===== src/rtl/conv_cnt_pkg.sv =====
// Shared FSM encoding and default widths for the convolution index counter.
package conv_cnt_pkg;

  typedef enum logic [1:0] {
    ST_IDLE = 2'd0,
    ST_RUN  = 2'd1,
    ST_DONE = 2'd2
  } state_e;

  localparam int DEF_COL_W = 5;
  localparam int DEF_ROW_W = 5;
  localparam int DEF_CH_W  = 8;

endpackage


===== src/rtl/conv_index_counter_wrap_counter.sv =====
// One scan dimension: latches its max and increment on load, steps and wraps to 0.
module wrap_counter #(
  parameter int W = 5
) (
  input  logic         clk,
  input  logic         reset,
  input  logic         load,
  input  logic         clr,
  input  logic         step,
  input  logic [W-1:0] max_in,
  input  logic [W-1:0] incr_in,
  output logic [W-1:0] value,
  output logic         wrap
);

  logic [W-1:0] value_q, value_d;
  logic [W-1:0] max_q, max_d;
  logic [W-1:0] incr_q, incr_d;
  logic [W:0]   next_sum;

  // Extra bit so value + incr cannot overflow before the compare against max.
  assign next_sum = {1'b0, value_q} + {1'b0, incr_q};
  assign wrap     = next_sum > {1'b0, max_q};
  assign value    = value_q;

  always_comb begin
    value_d = value_q;
    max_d   = max_q;
    incr_d  = incr_q;
    if (clr) begin
      value_d = '0;
    end else if (load) begin
      value_d = '0;
      max_d   = max_in;
      incr_d  = (incr_in == '0) ? W'(1) : incr_in;
    end else if (step) begin
      value_d = wrap ? '0 : next_sum[W-1:0];
    end
  end

  always_ff @(posedge clk or posedge reset) begin
    if (reset) begin
      value_q <= '0;
      max_q   <= '0;
      incr_q  <= W'(1);
    end else begin
      value_q <= value_d;
      max_q   <= max_d;
      incr_q  <= incr_d;
    end
  end

endmodule


===== src/rtl/conv_index_counter.sv =====
// Nested col/row/ch scan counter with IDLE/RUN/DONE control.
// Define CONV_CNT_STRIDE_EN to add a programmable column stride (col_stride).
module conv_index_counter
  import conv_cnt_pkg::*;
#(
  parameter int COL_W = DEF_COL_W,
  parameter int ROW_W = DEF_ROW_W,
  parameter int CH_W  = DEF_CH_W
) (
  input  logic             clk,
  input  logic             reset,
  input  logic             start,
  input  logic             enable,
  input  logic             clear,
`ifdef CONV_CNT_STRIDE_EN
  input  logic [COL_W-1:0] col_stride,
`endif
  input  logic [COL_W-1:0] col_max,
  input  logic [ROW_W-1:0] row_max,
  input  logic [CH_W-1:0]  ch_max,
  output logic [COL_W-1:0] col,
  output logic [ROW_W-1:0] row,
  output logic [CH_W-1:0]  ch,
  output logic             col_wrap,
  output logic             row_wrap,
  output logic             busy,
  output logic             done,
  output logic             last,
  output logic [1:0]       state_dbg
);

  state_e state_q, state_d;
  logic   load, step;
  logic   col_end, row_end, ch_end;
  logic [COL_W-1:0] col_incr;

`ifdef CONV_CNT_STRIDE_EN
  assign col_incr = col_stride;
`else
  assign col_incr = COL_W'(1);
`endif

  // Handshake: start is taken only in IDLE, enable only in RUN; clear overrides both.
  assign load = (state_q == ST_IDLE) && start && !clear;
  assign step = (state_q == ST_RUN) && enable && !clear;

  always_comb begin
    state_d = state_q;
    case (state_q)
      ST_IDLE: if (start) state_d = ST_RUN;
      ST_RUN:  if (enable && last) state_d = ST_DONE;
      ST_DONE: state_d = ST_IDLE;
      default: state_d = ST_IDLE;
    endcase
    if (clear) state_d = ST_IDLE;
  end

  always_ff @(posedge clk or posedge reset) begin
    if (reset) state_q <= ST_IDLE;
    else       state_q <= state_d;
  end

  wrap_counter #(.W(COL_W)) u_col (
    .clk(clk), .reset(reset), .load(load), .clr(clear), .step(step),
    .max_in(col_max), .incr_in(col_incr), .value(col), .wrap(col_end)
  );

  wrap_counter #(.W(ROW_W)) u_row (
    .clk(clk), .reset(reset), .load(load), .clr(clear), .step(step && col_end),
    .max_in(row_max), .incr_in(ROW_W'(1)), .value(row), .wrap(row_end)
  );

  wrap_counter #(.W(CH_W)) u_ch (
    .clk(clk), .reset(reset), .load(load), .clr(clear),
    .step(step && col_end && row_end),
    .max_in(ch_max), .incr_in(CH_W'(1)), .value(ch), .wrap(ch_end)
  );

  // All flags decode registered state only; the col flag marks the position that wraps next.
  assign busy      = (state_q == ST_RUN);
  assign done      = (state_q == ST_DONE);
  assign col_wrap  = busy && col_end;
  assign row_wrap  = busy && row_end;
  assign last      = busy && col_end && row_end && ch_end;
  assign state_dbg = state_q;

endmodule


===== config.mk =====
export PLATFORM = sky130hd
export DESIGN_NAME = conv_index_counter
export DESIGN_NICKNAME = d
export VERILOG_FILES = /design/src/rtl/conv_cnt_pkg.sv /design/src/rtl/conv_index_counter_wrap_counter.sv /design/src/rtl/conv_index_counter.sv
export SDC_FILE = /design/constraint.sdc
export NUM_CORES = 1
export LEC_CHECK = 0
export ABC_CLOCK_PERIOD_IN_PS = 3700
export CORE_ASPECT_RATIO = 0.9
export CORE_MARGIN = 4
export CORE_UTILIZATION = 51
export DETAILED_ROUTE_END_ITERATION = 6
export PLACE_DENSITY = 0.77
export SKIP_LAST_GASP = 1
export SYNTH_ARGS = -nofsm -noshare
export SYNTH_HDL_FRONTEND = slang
export SYNTH_SLANG_ARGS = --single-unit

===== constraint.sdc =====
create_clock -name clk -period 3.7 [get_ports clk]
set_input_delay 0.74 -clock clk [delete_from_list [all_inputs] [get_ports clk]]
set_output_delay 0.74 -clock clk [all_outputs]
set_load 0.02 [all_outputs]

==> metrics.md <==
| Metric | Value |
|---|---|
| P per Cell Area | 373 nW/um^2 |
| Number of cell rows | 22 |
| Area of the mapped netlist | 2290 um^2 |
| Drt initial violations | 74 |
| Gpl congestion | 0.841 |
| #FFs+latches synth | 38 |
| Most common cell after layout, fill and taps aside | clkdlybuf4s50_1 |
| WL/cell | 14.9 um |
| Crit. Startpoint | u_ch.value[0] |
| Dpl cells | 341 |
| CTS Buffer Depth | 2 |
| Tcrit/Tclk final | a little over nine tenths |
| Vias in the first global route | 1916 |
| Initial antenna violation count | 0 |
| # IOs | 48 |
| Core footprint | around 4200 um^2 |
| Main synth FF type | dfrtp_1 |
| Max IR drop VDD | ~0.00042 V |
| Logic pwr share | 21.5% |
| P_leak | roughly 1.4 nW |
| Worst slew pin tran | 0.527 ns |
| Final cell count without fillers | 351 |
| Sequential power share | roughly two fifths |
| Synth warn | 0 |
| CTS tree | yes |
| Initial core utilization | approximately 54% |
| Vias/cell | about 5.6 |
| Total Wirelength | 5240 um |
| Total chip power | between 1 and 1.5 mW |
| Synth unique cells | roughly 50 |
| CTS Hold Bufs | 0 |
| CP required | just under 3 ns |
| Final antenna-violating net count | 0 |
| Clock Skew | 0.0130 ns |
| Total gr overflow | 0 |
| Clock Latency Late Sink | 0.30 ns |
| Number of synthesized flops with an enable pin | 0 |
| Port Buffers | 47 |
| Final Net Count | between 300 and 400 |
| Synth top area share | 41.5% |
| GRT Util Overall | 20.2% |
| R2R Path Start | u_col.value[1] |
| Die H | 71.6 um |
| Setup violators final | 0 |
| Hpwl dp | approximately 3900 um |
| Die Span X | 78.7 um |
| CP Capture Type | output port |
| Hold Startpoint | u_ch.max_q[0] |
| H-tree depth | 2 |
| CP Launch Type | flip-flop |
| Hold Violations, Final | 0 |
| First-pass GRT wire length | approximately 9000 um |
| Diodes inserted | 0 |
| Post-Syn Nets | 272 |
| RSZ-0062 raised after global routing | true |
| Kind of critical path | reg2out |
| Fin. max-slew vios | 0 |
| Total Die Area | 5640 um^2 |
| Worst-path clk slew | approximately 0.09 ns |
| Final setup TNS | 0 ns |
| Sw Pwr | 309 uW |
| Switching Share | 27.0% |
| Peak Freq | approximately 290 MHz |
| Router iterations before antenna repair | 4 |
| Syn Area/Cell | ~10 um^2 |
| Largest net degree at the start of global routing | 39 |
| Worst-path fanout max | 4 |
| Worst EP arrival | approximately 2.8 ns |
| CTS Buf Count | 5 |
| Rel. slew slack | 64.8% |
| Async SR Flop Fraction | 100% |
| CTS root buf | clkbuf_8 |
| Vias | 1953 |
| Area growth from synthesis to layout | 33.5% |
| Most frequent cells in the layout | clkdlybuf4s50_1 (44), dfrtp_1 (38), nand2_1 (24), ha_1 (21), inv_1 (17) |
| Clk sink count | 38 |
| DRC | 0 |
| Max-Cap Viols | 0 |
| Post-Synthesis Cells | 228 |
| Biggest area consumer among synthesized cells | dfrtp_1 |
| Cell Area, Placed | slightly below 3000 um^2 |
| Sequential-to-total area share from yosys stat | 41.5% |
| Cell area after layout | 3060 um^2 |
| Pint | around 830 uW |
| Clk pwr share | 37.3% |
| Fraction of layout cells with a size suffix above 1 | roughly 15% |
| Min Hold Slack | 0.526 ns |
| Status | complete, no violations |
| Top cells by area, synth | dfrtp_1 (41%), ha_1 (11%), nand2_1 (3.9%) |
| Tmin final | 3.50 ns |
| Hold Crit Class | reg2reg |
[logic make-up (layout without fill, tap and decap cells)]
kind of cell    after synthesis  count (layout)  share of synthesized area [%]
simple gates                 72              72                           16.7
compound gates               57              57                           19.5
flops                        38              38                           41.5
buf+inv                      22              85                           3.65
fa+ha+maj                    21              21                           11.5
xor+xnor                     14              14                           5.35
mux                           4               4                           1.91
[stage by stage]
stage	worst slack (ns)	util (%)
final	0.198	72.7
after global routing	-0.00773	72.7
after CTS	-0.0264	72.5
after detailed placement	0.0189	68.9
after global placement	0.125	68.9
after floorplan	0.326	-
[cell usage after synthesis, types with 2 or more instances]
cell	number
a21oi_1	7
a21oi_2	3
a22o_1	4
a32o_1	8
and3_1	3
and4_1	2
clkbuf_1	3
dfrtp_1	38
ha_1	21
inv_1	17
mux2_2	3
nand2_1	24
nand2b_1	2
nand3_1	11
nand4_1	4
nor2_1	13
nor2b_1	4
nor3_1	2
o21ai_0	15
o21ai_1	3
xnor2_1	9
xor2_1	5
[layout make-up]
type	instances	area, um^2
multi-input cells	168	1270
fillers	338	1150
flip-flops and latches	38	951
repair buffers	59	561
well taps	60	75.1
clock buffers	5	68.8
clock inverters	3	68.8
inverters	18	67.6
[power by group through the flow]
stage | Sequential, mW | Combinational (mW) | Clock, mW
2_1_floorplan | 0.477 | 0.154 | 0
3_3_place_gp | 0.477 | 0.226 | 0
3_5_place_dp | 0.478 | 0.234 | 0
4_1_cts | 0.470 | 0.244 | 0.433
5_1_grt | 0.475 | 0.276 | 0.450
6_report | 0.470 | 0.246 | 0.427
[sequential cells by signal, summed over array words and instances (netlist names)]
signal / flops
state_dbg: 2
u_ch.max_q: 8
u_ch.value: 8
u_col.max_q: 5
u_col.value: 5
u_row.max_q: 5
u_row.value: 5
[metal layers]
metal	wire [um]	track usage [%]	vias up
met1	2410	26.8	927
met4	106	8.35	0
met3	333	4.27	11
met5	0	0	-
li1	-	-	946
met2	2380	32.0	69
[final timing paths]
path | end | slack, ns | cells after the start
worst max-delay path | last | 0.20 | 11
worst min-delay path | u_ch.max_q[0] | 0.53 | 1
worst max register to register | u_row.value[4] | 1.02 | 11
worst min register to register | u_ch.max_q[0] | 0.53 | 1
max in group asynchronous | state_dbg[0] | 2.48 | 3
min in group asynchronous | u_ch.max_q[2] | 0.87 | 3
[repair_timing]
item	CTS	global route
endpoints found under the setup margin	2	3
buffers inserted	2	0
endpoints found under the hold margin	0	0
pin swaps	1	0
gates resized for setup	1	6
[critical path, cell delays in order, from the launching register on]
cell and delay (ns):
dfrtp_1 0.39, ha_1 0.21, and4_1 0.23, nand2_1 0.12, xnor2_1 0.08, ha_1 0.32
nand4_1 0.15, o221ai_1 0.22, o21a_1 0.25, nor2b_4 0.08, nor4_4 0.19, clkbuf_2 0.23
No activity file was read; power rests on OpenSTA's default activity.
